--- src/rtl/packed_array_access_ctrl.sv ---
// packed_array_access_ctrl
// Owns a WA x WB packed register array and shares it between two requesters.
// Requests are round-robin arbitrated and executed as slice-granular read,
// write or clear operations, one operation every three cycles
// (IDLE -> EXEC -> RESP).
//
// Ports:
//   clk, rst       clock, asynchronous active-high reset
//   req_valid[r]   request valid from requester r
//   req_ready[r]   accept strobe to requester r (IDLE only, one-hot)
//   req_op         {op1, op0}: 0=read, 1=write, 2=clear, 3=illegal
//   req_mode       {mode1, mode0}: slice select, 7 is illegal
//   req_idx        {idx1, idx0}: element index
//   req_bidx       {bidx1, bidx0}: bit index within the element (mode 6)
//   req_wdata      {wdata1, wdata0}: right-aligned write data
//   rsp_valid      one-cycle response pulse
//   rsp_id         requester owning the response
//   rsp_err        illegal request; array untouched
//   rsp_rdata      right-aligned, zero-extended read data (held between reads)
//   array_q        live array contents
//   busy           operation in flight
module packed_array_access_ctrl #(
  parameter int unsigned WA = 8,
  parameter int unsigned WB = 8,
  parameter int unsigned IW = $clog2(WA),
  parameter int unsigned BW = $clog2(WB)
) (
  input  logic                  clk,
  input  logic                  rst,
  input  logic [1:0]            req_valid,
  output logic [1:0]            req_ready,
  input  logic [3:0]            req_op,
  input  logic [5:0]            req_mode,
  input  logic [2*IW-1:0]       req_idx,
  input  logic [2*BW-1:0]       req_bidx,
  input  logic [2*WA*WB-1:0]    req_wdata,
  output logic                  rsp_valid,
  output logic                  rsp_id,
  output logic                  rsp_err,
  output logic [WA*WB-1:0]      rsp_rdata,
  output logic [WA*WB-1:0]      array_q,
  output logic                  busy
);

  localparam int unsigned N  = WA * WB;
  localparam int unsigned H  = N / 2;
  localparam int unsigned HB = WB / 2;
  localparam int unsigned OW = IW + BW;

  typedef enum logic [1:0] {IDLE, EXEC, RESP} state_t;

  state_t          state;
  logic            last;
  logic            cur_id;
  logic [1:0]      cur_op;
  logic [2:0]      cur_mode;
  logic [IW-1:0]   cur_idx;
  logic [BW-1:0]   cur_bidx;
  logic [N-1:0]    cur_wdata;

  logic            any_req;
  logic            grant_id;
  logic [OW-1:0]   elem_base;
  logic [OW-1:0]   sl_off;
  logic [N-1:0]    sl_ones;
  logic [N-1:0]    sl_mask;
  logic [N-1:0]    wr_bits;
  logic [N-1:0]    rd_bits;
  logic            illegal;

  // Round-robin grant: on contention the requester not served last wins.
  always_comb begin
    any_req  = |req_valid;
    grant_id = 1'b0;
    if (req_valid == 2'b11) begin
      grant_id = ~last;
    end else if (req_valid[1]) begin
      grant_id = 1'b1;
    end
    req_ready = 2'b00;
    if ((state == IDLE) && any_req && !rst) begin
      req_ready = grant_id ? 2'b10 : 2'b01;
    end
  end

  // Slice decode: a right-aligned run of ones (slice width) and its bit offset.
  always_comb begin
    elem_base = {cur_idx, {BW{1'b0}}};
    sl_off    = '0;
    sl_ones   = '0;
    case (cur_mode)
      3'd0: sl_ones = '1;
      3'd1: sl_ones = N'({H{1'b1}});
      3'd2: begin
        sl_off  = OW'(H);
        sl_ones = N'({H{1'b1}});
      end
      3'd3: begin
        sl_off  = elem_base;
        sl_ones = N'({WB{1'b1}});
      end
      3'd4: begin
        sl_off  = elem_base;
        sl_ones = N'({HB{1'b1}});
      end
      3'd5: begin
        sl_off  = elem_base + OW'(HB);
        sl_ones = N'({HB{1'b1}});
      end
      3'd6: begin
        sl_off  = elem_base + OW'(cur_bidx);
        sl_ones = N'(1'b1);
      end
      default: ;
    endcase
    illegal = (cur_mode == 3'd7) || (cur_op == 2'd3);
    sl_mask = sl_ones << sl_off;
    wr_bits = (cur_wdata & sl_ones) << sl_off;
    rd_bits = (array_q >> sl_off) & sl_ones;
  end

  // Sequencer, request capture, array update and response registers.
  always_ff @(posedge clk or posedge rst) begin
    if (rst) begin
      state     <= IDLE;
      last      <= 1'b1;
      cur_id    <= 1'b0;
      cur_op    <= '0;
      cur_mode  <= '0;
      cur_idx   <= '0;
      cur_bidx  <= '0;
      cur_wdata <= '0;
      array_q   <= '0;
      rsp_valid <= 1'b0;
      rsp_id    <= 1'b0;
      rsp_err   <= 1'b0;
      rsp_rdata <= '0;
      busy      <= 1'b0;
    end else begin
      case (state)
        IDLE: begin
          if (any_req) begin
            cur_id    <= grant_id;
            last      <= grant_id;
            cur_op    <= grant_id ? req_op[3:2]          : req_op[1:0];
            cur_mode  <= grant_id ? req_mode[5:3]        : req_mode[2:0];
            cur_idx   <= grant_id ? req_idx[2*IW-1:IW]   : req_idx[IW-1:0];
            cur_bidx  <= grant_id ? req_bidx[2*BW-1:BW]  : req_bidx[BW-1:0];
            cur_wdata <= grant_id ? req_wdata[2*N-1:N]   : req_wdata[N-1:0];
            busy      <= 1'b1;
            state     <= EXEC;
          end
        end
        EXEC: begin
          if (!illegal) begin
            if (cur_op == 2'd1) begin
              array_q <= (array_q & ~sl_mask) | wr_bits;
            end else if (cur_op == 2'd2) begin
              array_q <= array_q & ~sl_mask;
            end
          end
          // rsp_rdata only moves on reads and illegal requests.
          if (illegal) begin
            rsp_rdata <= '0;
          end else if (cur_op == 2'd0) begin
            rsp_rdata <= rd_bits;
          end
          rsp_err   <= illegal;
          rsp_id    <= cur_id;
          rsp_valid <= 1'b1;
          state     <= RESP;
        end
        RESP: begin
          rsp_valid <= 1'b0;
          busy      <= 1'b0;
          state     <= IDLE;
        end
        default: begin
          rsp_valid <= 1'b0;
          busy      <= 1'b0;
          state     <= IDLE;
        end
      endcase
    end
  end

endmodule

--- config.mk ---
export PLATFORM = sky130hd
export DESIGN_NAME = packed_array_access_ctrl
export DESIGN_NICKNAME = d
export VERILOG_FILES = /design/src/rtl/packed_array_access_ctrl.sv
export SDC_FILE = /design/constraint.sdc
export NUM_CORES = 1
export LEC_CHECK = 0
export ABC_AREA = 1
export CORE_MARGIN = 10
export CORE_UTILIZATION = 57
export DETAILED_ROUTE_END_ITERATION = 6
export HOLD_SLACK_MARGIN = 0.12
export PLACE_DENSITY = 0.88
export SLEW_MARGIN = 0
export SYNTH_ARGS = -nofsm -noshare
export SYNTH_HDL_FRONTEND = slang
export SYNTH_SLANG_ARGS = --single-unit
--- constraint.sdc ---
create_clock -name clk -period 14.7 [get_ports clk]
set_clock_uncertainty 0.1 [all_clocks]
set_input_delay 1.47 -clock clk [delete_from_list [all_inputs] [get_ports clk]]
set_output_delay 1.47 -clock clk [all_outputs]
set_load 0.05 [all_outputs]
# [After elaboration in Yosys (flattened, before gate mapping)]
# Cells that the tools add are included.
[totals] output_inout_bits=134 in_bits=154 ff_bits=211 wordCells=77
[classes] n_reduce_logical=17 bitwise=8 n_shift=3 n_mux=20 n_eq_ne=13 addsub=2
[op_table] cell="64-bit 2-to-1 mux" count=5
[op_table] cell="64-bit case mux with 5 select lines" count=1
[op_table] cell="64-bit bitwise AND" count=3
[op_table] cell="64-bit by 6-bit left shift with 64-bit output" count=2
[op_table] cell="64-bit NOT" count=1
[op_table] cell="64-bit bitwise OR" count=1
[op_table] cell="64-bit by 6-bit right shift with 64-bit output" count=1
[op_table] cell="6-bit case mux with 4 select lines" count=1
[op_table] cell="3-bit equality test (second input constant)" count=4
[op_table] cell="3-bit 2-to-1 mux" count=3
[op_table] cell="2-bit 2-to-1 mux" count=4
[op_table] cell="2-bit OR reduction" count=4
[op_table] cell="6-bit by 3-bit adder with 6-bit output" count=1
[op_table] cell="6-bit by 3-bit adder with 6-bit output (second input constant)" count=1
[op_table] cell="2-bit equality test (second input constant)" count=3
[op_table] cell="3-bit by 2-bit equality test with 1-bit output (second input constant)" count=2
[op_table] cell="2-bit AND reduction" count=3
[op_table] cell="2-bit by 1-bit equality test with 1-bit output (second input constant)" count=2
[op_table] cell="2-bit zero test" count=2
[op_table] cell="1-bit case mux with 2 select lines" count=2
[op_table] cell="2-bit case mux with 2 select lines" count=1
[op_table] cell="2-bit nonzero test" count=2
[op_table] cell="3-bit by 1-bit equality test with 1-bit output (second input constant)" count=1
[op_table] cell="3-bit zero test" count=1
[op_table] cell="other kinds (7)" count=12

# [Longest topological paths before layout]
# Gate-level depths: netlist of the first run.
[depth] depth_word=8 ltp_mapped=16 ltp_nobuf=13

# [Worst setup path before layout of the first run]
# OpenSTA, ideal clock, no wires.
[synth_timing] path_kind="input to output" start="input req_valid[0]" end="output req_ready[0]" setup_slack_ns=10.190 t_arrival_ns=2.940 t_required_ns=13.130 n_path_buf=1 path_stages=5 cell_sequence="nand2_1 > nand2_1 > inv_1 > clkbuf_1 > nor3_1"
[synth_via] elab_chain_cells=4
[synth_lines] item="start, declared" line="30" source="input logic [1:0] req_valid,"
[synth_lines] item="2-bit equality test or 2-bit OR reduction (tied branches)" line="75, 73"
[synth_lines] item="1-bit 2-to-1 mux or 1-bit logical AND (tied branches)" line="75, 81"
[synth_lines] item="2-bit 2-to-1 mux or 1-bit logical AND (tied branches)" line="82, 81"
[synth_lines] item="2-bit 2-to-1 mux *" line="81" source="if ((state == IDLE) && any_req && !rst) begin"
[synth_lines] item="end, declared" line="31" source="output logic [1:0] req_ready,"
# Every way passes the cells marked *; elsewhere a longest branch is shown, timed or not.

# [Worst setup path after layout of the first run]
[layout_timing] start="input req_valid[0]" end="output req_ready[1]"
# The elaborated chain is that of the path after synthesis.

==> results.yml, run 1 <==
outcome:
  status: "complete, but fails checks"
  violations: "design-rule violations"
synth:
  yosysSeqAreaShare: 0.378
  syn_area_mm2: 0.0140
  synthesis.nets: 2280
  ys_warn_count: 0
  synth.avg_cell_area_um2: 6.58
  ys_ff_latch: 211
  synth_cell_types: 36
  syn-instance-count: 2123
worst_setup_path:
  arrival_ns: 3.82
  cp-start-kind: "input pin"
  crit_fanout: 77
  path_class: "in2out"
  crit_required_ns: 13.13
  end_kind: "primary output"
clock_tree:
  worstSkewPairLatency_ns: 0.53
  cts_setup_buffers: 0
  cts_root_buf: "clkbuf_16"
  htree_levels: 1
  cts_inserted_buffers: 23
  cts_tree: "done"
  cts_resized: 0
  clkSinkCount: 211
  ctsHoldBuffers: 0
  clockBufferDepth: 3
  cts.clk_slew.worst_paths_ns: 0.05
power:
  ir_drop_v: 0.000195
  p_total_mw: 4.79
  powerDensity_mw_per_mm2: 273
  p_leak_nw: 8.22
placement:
  place.gp.congestion: 1.01
  hpwl_um: 44400
  placedCellCount: 2596
  place_area_mm2: 0.0168
  numPortBuffers: 287
layout:
  fillers: 1921
  layoutNonFillerInstCount: 2638
  synthToLayoutAreaGrowth_pct: 25.4
  drive_above_1_share: 0.0363
  final_cell_mix: "582 x nand3_1, 560 x nand2_1, 287 x clkdlybuf4s50_1"
  stdcell_area_mm2: 0.0175
  nets: 2454
  final_common_cell: "nand3_1"
sta:
  finalHoldViolations: 0
  layout_worst_path_cycle_share: 0.367
  max_freq_mhz: 185
  worst_pin_slew_ns: 1.17
  fin_tns_setup_ns: 0
  setup_viol: 0
  min_period_ns: 5.39
  worst_slew_margin_rel: 0.215
  rsz0062_at_grt: "false"
  slew_viol_final: 0
die:
  dieArea_mm2: 0.0312
  start_util: 0.576
  ios: 288
  die-height_um: 177
  rows: 57
  core_mm2: 0.0242
  die_x_um: 177
detailed_routing:
  post_drt_wl_per_cell_um: 23.6
  avgViaCountPerCell: 6.48
  postRouteAntennaNets: 0
  dr.pass1.iters: 7
  totalWireLength_um: 62200
  drc: 2
  vias: 17100
  detail_route.iter0.violations: 2681
global_routing:
  use_met1: 0.448
  antenna_found_initial: 0
  grt_pass1_wl_um: 95000
  grt_max_degree: 139
  met2_usage: 0.609
  grt_pass1_vias: 16500
  grt-busiest-layer: "met2"
  overflow: 0
  grtUsageTotal: 0.387
  met3_usage: 0.101
min_path:
  hold_path.class: "reg2reg"
job:
  cap_violations: 0
==> routing by layer <==
metal / routed length [um] / vias up
met3: 7490 / 305
met2: 28100 / 1369
met5: 0 / -
met4: 5310 / 0
met1: 21200 / 7860
li1: - / 7571
==> cell usage after synthesis <==
master / number / area, um^2
clkinv_1: 2 / 7.51
a21oi_1: 24 / 120
dfstp_2: 1 / 26.3
nand3_1: 583 / 2920
and2_1: 2 / 12.5
buf_4: 4 / 30.0
o211ai_1: 4 / 30.0
o31ai_1: 9 / 67.6
nor3_1: 3 / 15.0
nand3b_1: 3 / 22.5
nand2_4: 1 / 11.3
nor3_4: 2 / 32.5
nor2_4: 1 / 11.3
nor2_2: 1 / 6.26
dfrtp_1: 210 / 5260
buf_2: 37 / 185
a22oi_1: 1 / 7.51
nand2_1: 561 / 2110
inv_1: 104 / 390
a31oi_1: 1 / 6.26
nand2_2: 3 / 18.8
clkbuf_1: 96 / 360
inv_2: 10 / 37.5
or2_1: 1 / 6.26
o21ai_2: 2 / 17.5
a32oi_1: 3 / 26.3
o21ai_0: 212 / 1060
nand4_1: 24 / 150
o22ai_1: 58 / 363
o21bai_1: 1 / 7.51
o21ai_1: 19 / 95.1
nor4_1: 1 / 6.26
nand4_4: 1 / 21.3
buf_1: 22 / 82.6
nor2_1: 113 / 424
ha_1: 3 / 37.5
==> cell families after synthesis <==
family,count (synthesis),synth area share
DFF,211,0.378
buffers and inverters,275,0.0782
adders and majority gates,3,0.00269
AOI/OAI and AO/OA,334,0.129
and+or+nand+nor,1300,0.412
==> sequential cells by signal (all words and copies together), names as in the netlist <==
name / cells
cur_idx: 3
cur_op: 2
rsp_valid: 1
rsp_rdata: 64
rsp_err: 1
cur_wdata: 64
last: 1
cur_bidx: 3
busy: 1
array_q: 64
state: 2
cur_id: 1
rsp_id: 1
cur_mode: 3
==> layout make-up <==
| cell class | count | area (um^2) | share of cell area |
|---|---|---|---|
| repair buffers | 308 | 3030 | 0.173 |
| diodes | 2 | 5.00 | 0.000286 |
| well taps | 324 | 405 | 0.0231 |
| clock inverters | 7 | 88.8 | 0.00507 |
| multi-input cells | 1637 | 7630 | 0.435 |
| inverters | 116 | 443 | 0.0253 |
| clock buffers | 33 | 643 | 0.0367 |
| flip-flops and latches | 211 | 5280 | 0.301 |
==> path summary, 6_finish.rpt <==
path	from	endpoint	slack (ns)	depth (start not counted)
min	rsp_rdata[29]	rsp_rdata[29]	0.38	2
min reg2reg	rsp_rdata[29]	rsp_rdata[29]	0.38	2
max reg2reg	cur_mode[2]	rsp_rdata[21]	10.45	14
min in group asynchronous	rst	state[1]	1.51	2
max	req_valid[0]	req_ready[1]	9.31	8
max in group asynchronous	rst	rsp_rdata[26]	11.49	3
==> worst max-delay path: stages <==
cell and delay [ns]:
clkdlybuf4s50_1 0.44, nand2_1 0.11, nand2_2 0.07, clkinv_1 0.05, buf_4 0.53, nand2_1 0.19
nor2_1 0.14, clkdlybuf4s50_1 0.82
==> where the power goes <==
group          total, mW  switching, mW  internal (mW)
Clock              0.579          0.241          0.338
Sequential          1.05          0.228          0.819
Combinational       3.17           2.32          0.848
==> stage by stage <==
step / util / worst slack (ns) / hold slack (ns)
after floorplan: - / 7.37 / 0.344
final: 0.723 / 9.31 / 0.379
after global placement: 0.693 / 9.44 / 0.361
after detailed placement: 0.693 / 9.37 / 0.365
after CTS: 0.723 / 9.35 / 0.377
after global routing: 0.723 / 9.18 / 0.388
(Power assumes the default switching activity.)
==> run 2, diff against run 1 <==
- CORE_UTILIZATION: 57 -> 48
- PLACE_DENSITY: 0.88 -> 0.79
- clock period: 14.7 -> 4.63 ns (I/O delays scaled with it)
==> run 2 against run 1 <==
Utilization is 10 points lower. Critical path type is now reg2reg. Critical path depth increased by 2. Final cell count up 2.7%. Register-to-register slack got worse by 9.2 ns. Largest power group unchanged. Count of clock-buffer cells in the layout grew 1. Via count is 1.1% lower. Sequential share of layout area fell by 0.46 points. Worst setup slack got worse by 8.1 ns. Power increased to 3.2 times the previous value. Highest routed layer unchanged. Worst hold slack worse by 0.15 ns. First-iteration DRC count shrank 31%. Wire length up 4.6%. The run now ends clean.
==> results.yml, run 2 (same netlist as run 1, synthesis figures left out) <==
detailed_routing:
  routed.top_layer: "met4"
  dr.pass1.iters: 7
  totalWireLength_um: 65000
  postRouteAntennaNets: 0
  drc: 0
  wl_met2_um: 30300
  drt-met1-wl_um: 24000
  avgViaCountPerCell: 6.24
  post_drt_wl_per_cell_um: 24.0
  detail_route.iter0.violations: 1846
  vias: 16900
  wl_met3_um: 6650
clock_tree:
  clkSinkCount: 211
  cts_resized: 0
  worstSkewPairLatency_ns: 0.54
  htree_levels: 1
  clockBufferDepth: 3
  ctsHoldBuffers: 0
  cts_root_buf: "clkbuf_16"
  cts_setup_buffers: 0
  cts.clk_slew.worst_paths_ns: 0.07
  cts_tree: "done"
  cts_inserted_buffers: 24
power:
  p_leak_nw: 8.32
  clockPowerShare: 0.125
  seq_power_share: 0.216
  p_sw_mw: 8.91
  sw_frac_of_total: 0.578
  ir_drop_v: 0.000446
  p_int_mw: 6.51
  p_comb_frac: 0.660
  powerDensity_mw_per_mm2: 866
sta:
  finalHoldViolations: 0
  setup_viol: 0
  worst_slew_margin_rel: 0.337
  rsz0062_at_grt: "false"
  layout_worst_path_cycle_share: 0.738
  worst_pin_slew_ns: 0.995
  min_period_ns: 3.42
  max_freq_mhz: 293
  fin_tns_setup_ns: 0
  slew_viol_final: 0
die:
  start_util: 0.487
  die_x_um: 191
  core_mm2: 0.0287
  die-height_um: 191
  rows: 62
  ios: 288
  dieArea_mm2: 0.0363
worst_setup_path:
  crit_chain: "inv_2 -> nand2_4 -> inv_2 -> nor3_4 -> buf_4 -> nor2_1 -> clkinv_1 -> nand2_1 -> o21ai_0 -> nand3_1"
  cpPeakStageDelay_ns: 0.73
  path_buf_inv: 4
  arrival_ns: 3.73
  rrSetupSlack_ns: 1.21
  reg2reg_depth: 10
  critical_path.top_delay_family: "buffers and inverters"
  crit_fanout: 81
  path_class: "reg2reg"
  timing.rr.end: "array_q[60]"
  r2r_start: "cur_mode[2]"
  crit_required_ns: 4.94
  end_kind: "register"
  cp-start-kind: "register"
  cpMostUsedCell: "inv_2"
  slowest_stage: "buf_4"
layout:
  reg_top3: "array_q (64), cur_wdata (64), rsp_rdata (64)"
  final_common_cell: "nand3_1"
  nets: 2467
  fillers: 2639
  synthToLayoutAreaGrowth_pct: 27.4
  drive_above_1_share: 0.0439
  antenna_cells: 0
  final_cell_mix: "582 x nand3_1, 560 x nand2_1, 287 x clkdlybuf4s50_1"
  fin_util: 0.620
job:
  cap_violations: 0
global_routing:
  grt_pass1_wl_um: 97700
  grtUsageTotal: 0.345
  grt_pass1_vias: 16200
  overflow: 0
  antenna_found_initial: 0
  grt_max_degree: 122
placement:
  hpwl_um: 48500
  place.gp.congestion: 1.02
  numPortBuffers: 287
outcome:
  status: "complete, no violations"
min_path:
  hold_path.class: "in2async"
run 2: worst register-to-register path: stages (launching register included):
cell and delay [ns]:
dfrtp_1 0.65, inv_2 0.17, nand2_4 0.39, inv_2 0.19
nor3_4 0.17, buf_4 0.73, nor2_1 0.20, clkinv_1 0.27
nand2_1 0.12, o21ai_0 0.19, nand3_1 0.10
run 2: power groups by stage:
stage | clock (mW) | combinational (mW) | sequential, mW
final | 1.92 | 10.2 | 3.32
after global routing | 2.00 | 10.8 | 3.38
after CTS | 1.92 | 9.94 | 3.29
after detailed placement | 0 | 9.90 | 3.31
after global placement | 0 | 9.84 | 3.29
after floorplan | 0 | 5.26 | 4.37
run 2: metrics by stage:
step / hold slack (ns) / cell area (um^2) / power (mW) / setup slack, ns / std cells
finish: 0.231 / 17800 / 15.4 / 1.21 / 2709
global placement: 0.352 / 17000 / 13.1 / 1.46 / 2668
floorplan: 0.344 / 14000 / 9.63 / 1.33 / 2123
detailed placement: 0.359 / 17000 / 13.2 / 1.35 / 2668
global route: 0.259 / 17800 / 16.2 / 0.946 / 2709
CTS: 0.226 / 17800 / 15.2 / 1.32 / 2709
run 2: worst max path at each step:
stage | cells past startpoint | to | slack (ns) | start
finish | 10 | array_q[60] | 1.21 | cur_mode[2]
global route | 10 | array_q[26] | 0.95 | cur_mode[2]
CTS | 5 | req_ready[0] | 1.32 | last
detailed placement | 10 | array_q[60] | 1.35 | cur_mode[2]
global placement | 12 | array_q[55] | 1.46 | cur_mode[2]
floorplan | 1 | array_q[0] | 1.33 | rst
run 2: final cells by class:
cell class | instances | area (um^2) | share of cell area
sequential | 211 | 5280 | 0.297
multi-input combinational | 1637 | 7630 | 0.429
inverter | 116 | 440 | 0.0247
clock inverter | 7 | 63.8 | 0.00358
tap | 384 | 480 | 0.0270
clock buffer | 34 | 719 | 0.0404
timing repair buffer | 320 | 3180 | 0.179
run 2: layer usage:
layer / global-route usage / up-vias
met5: 0 / -
met4: 0.195 / 0
met3: 0.0753 / 211
met2: 0.566 / 1084
met1: 0.413 / 8009
li1: - / 7612
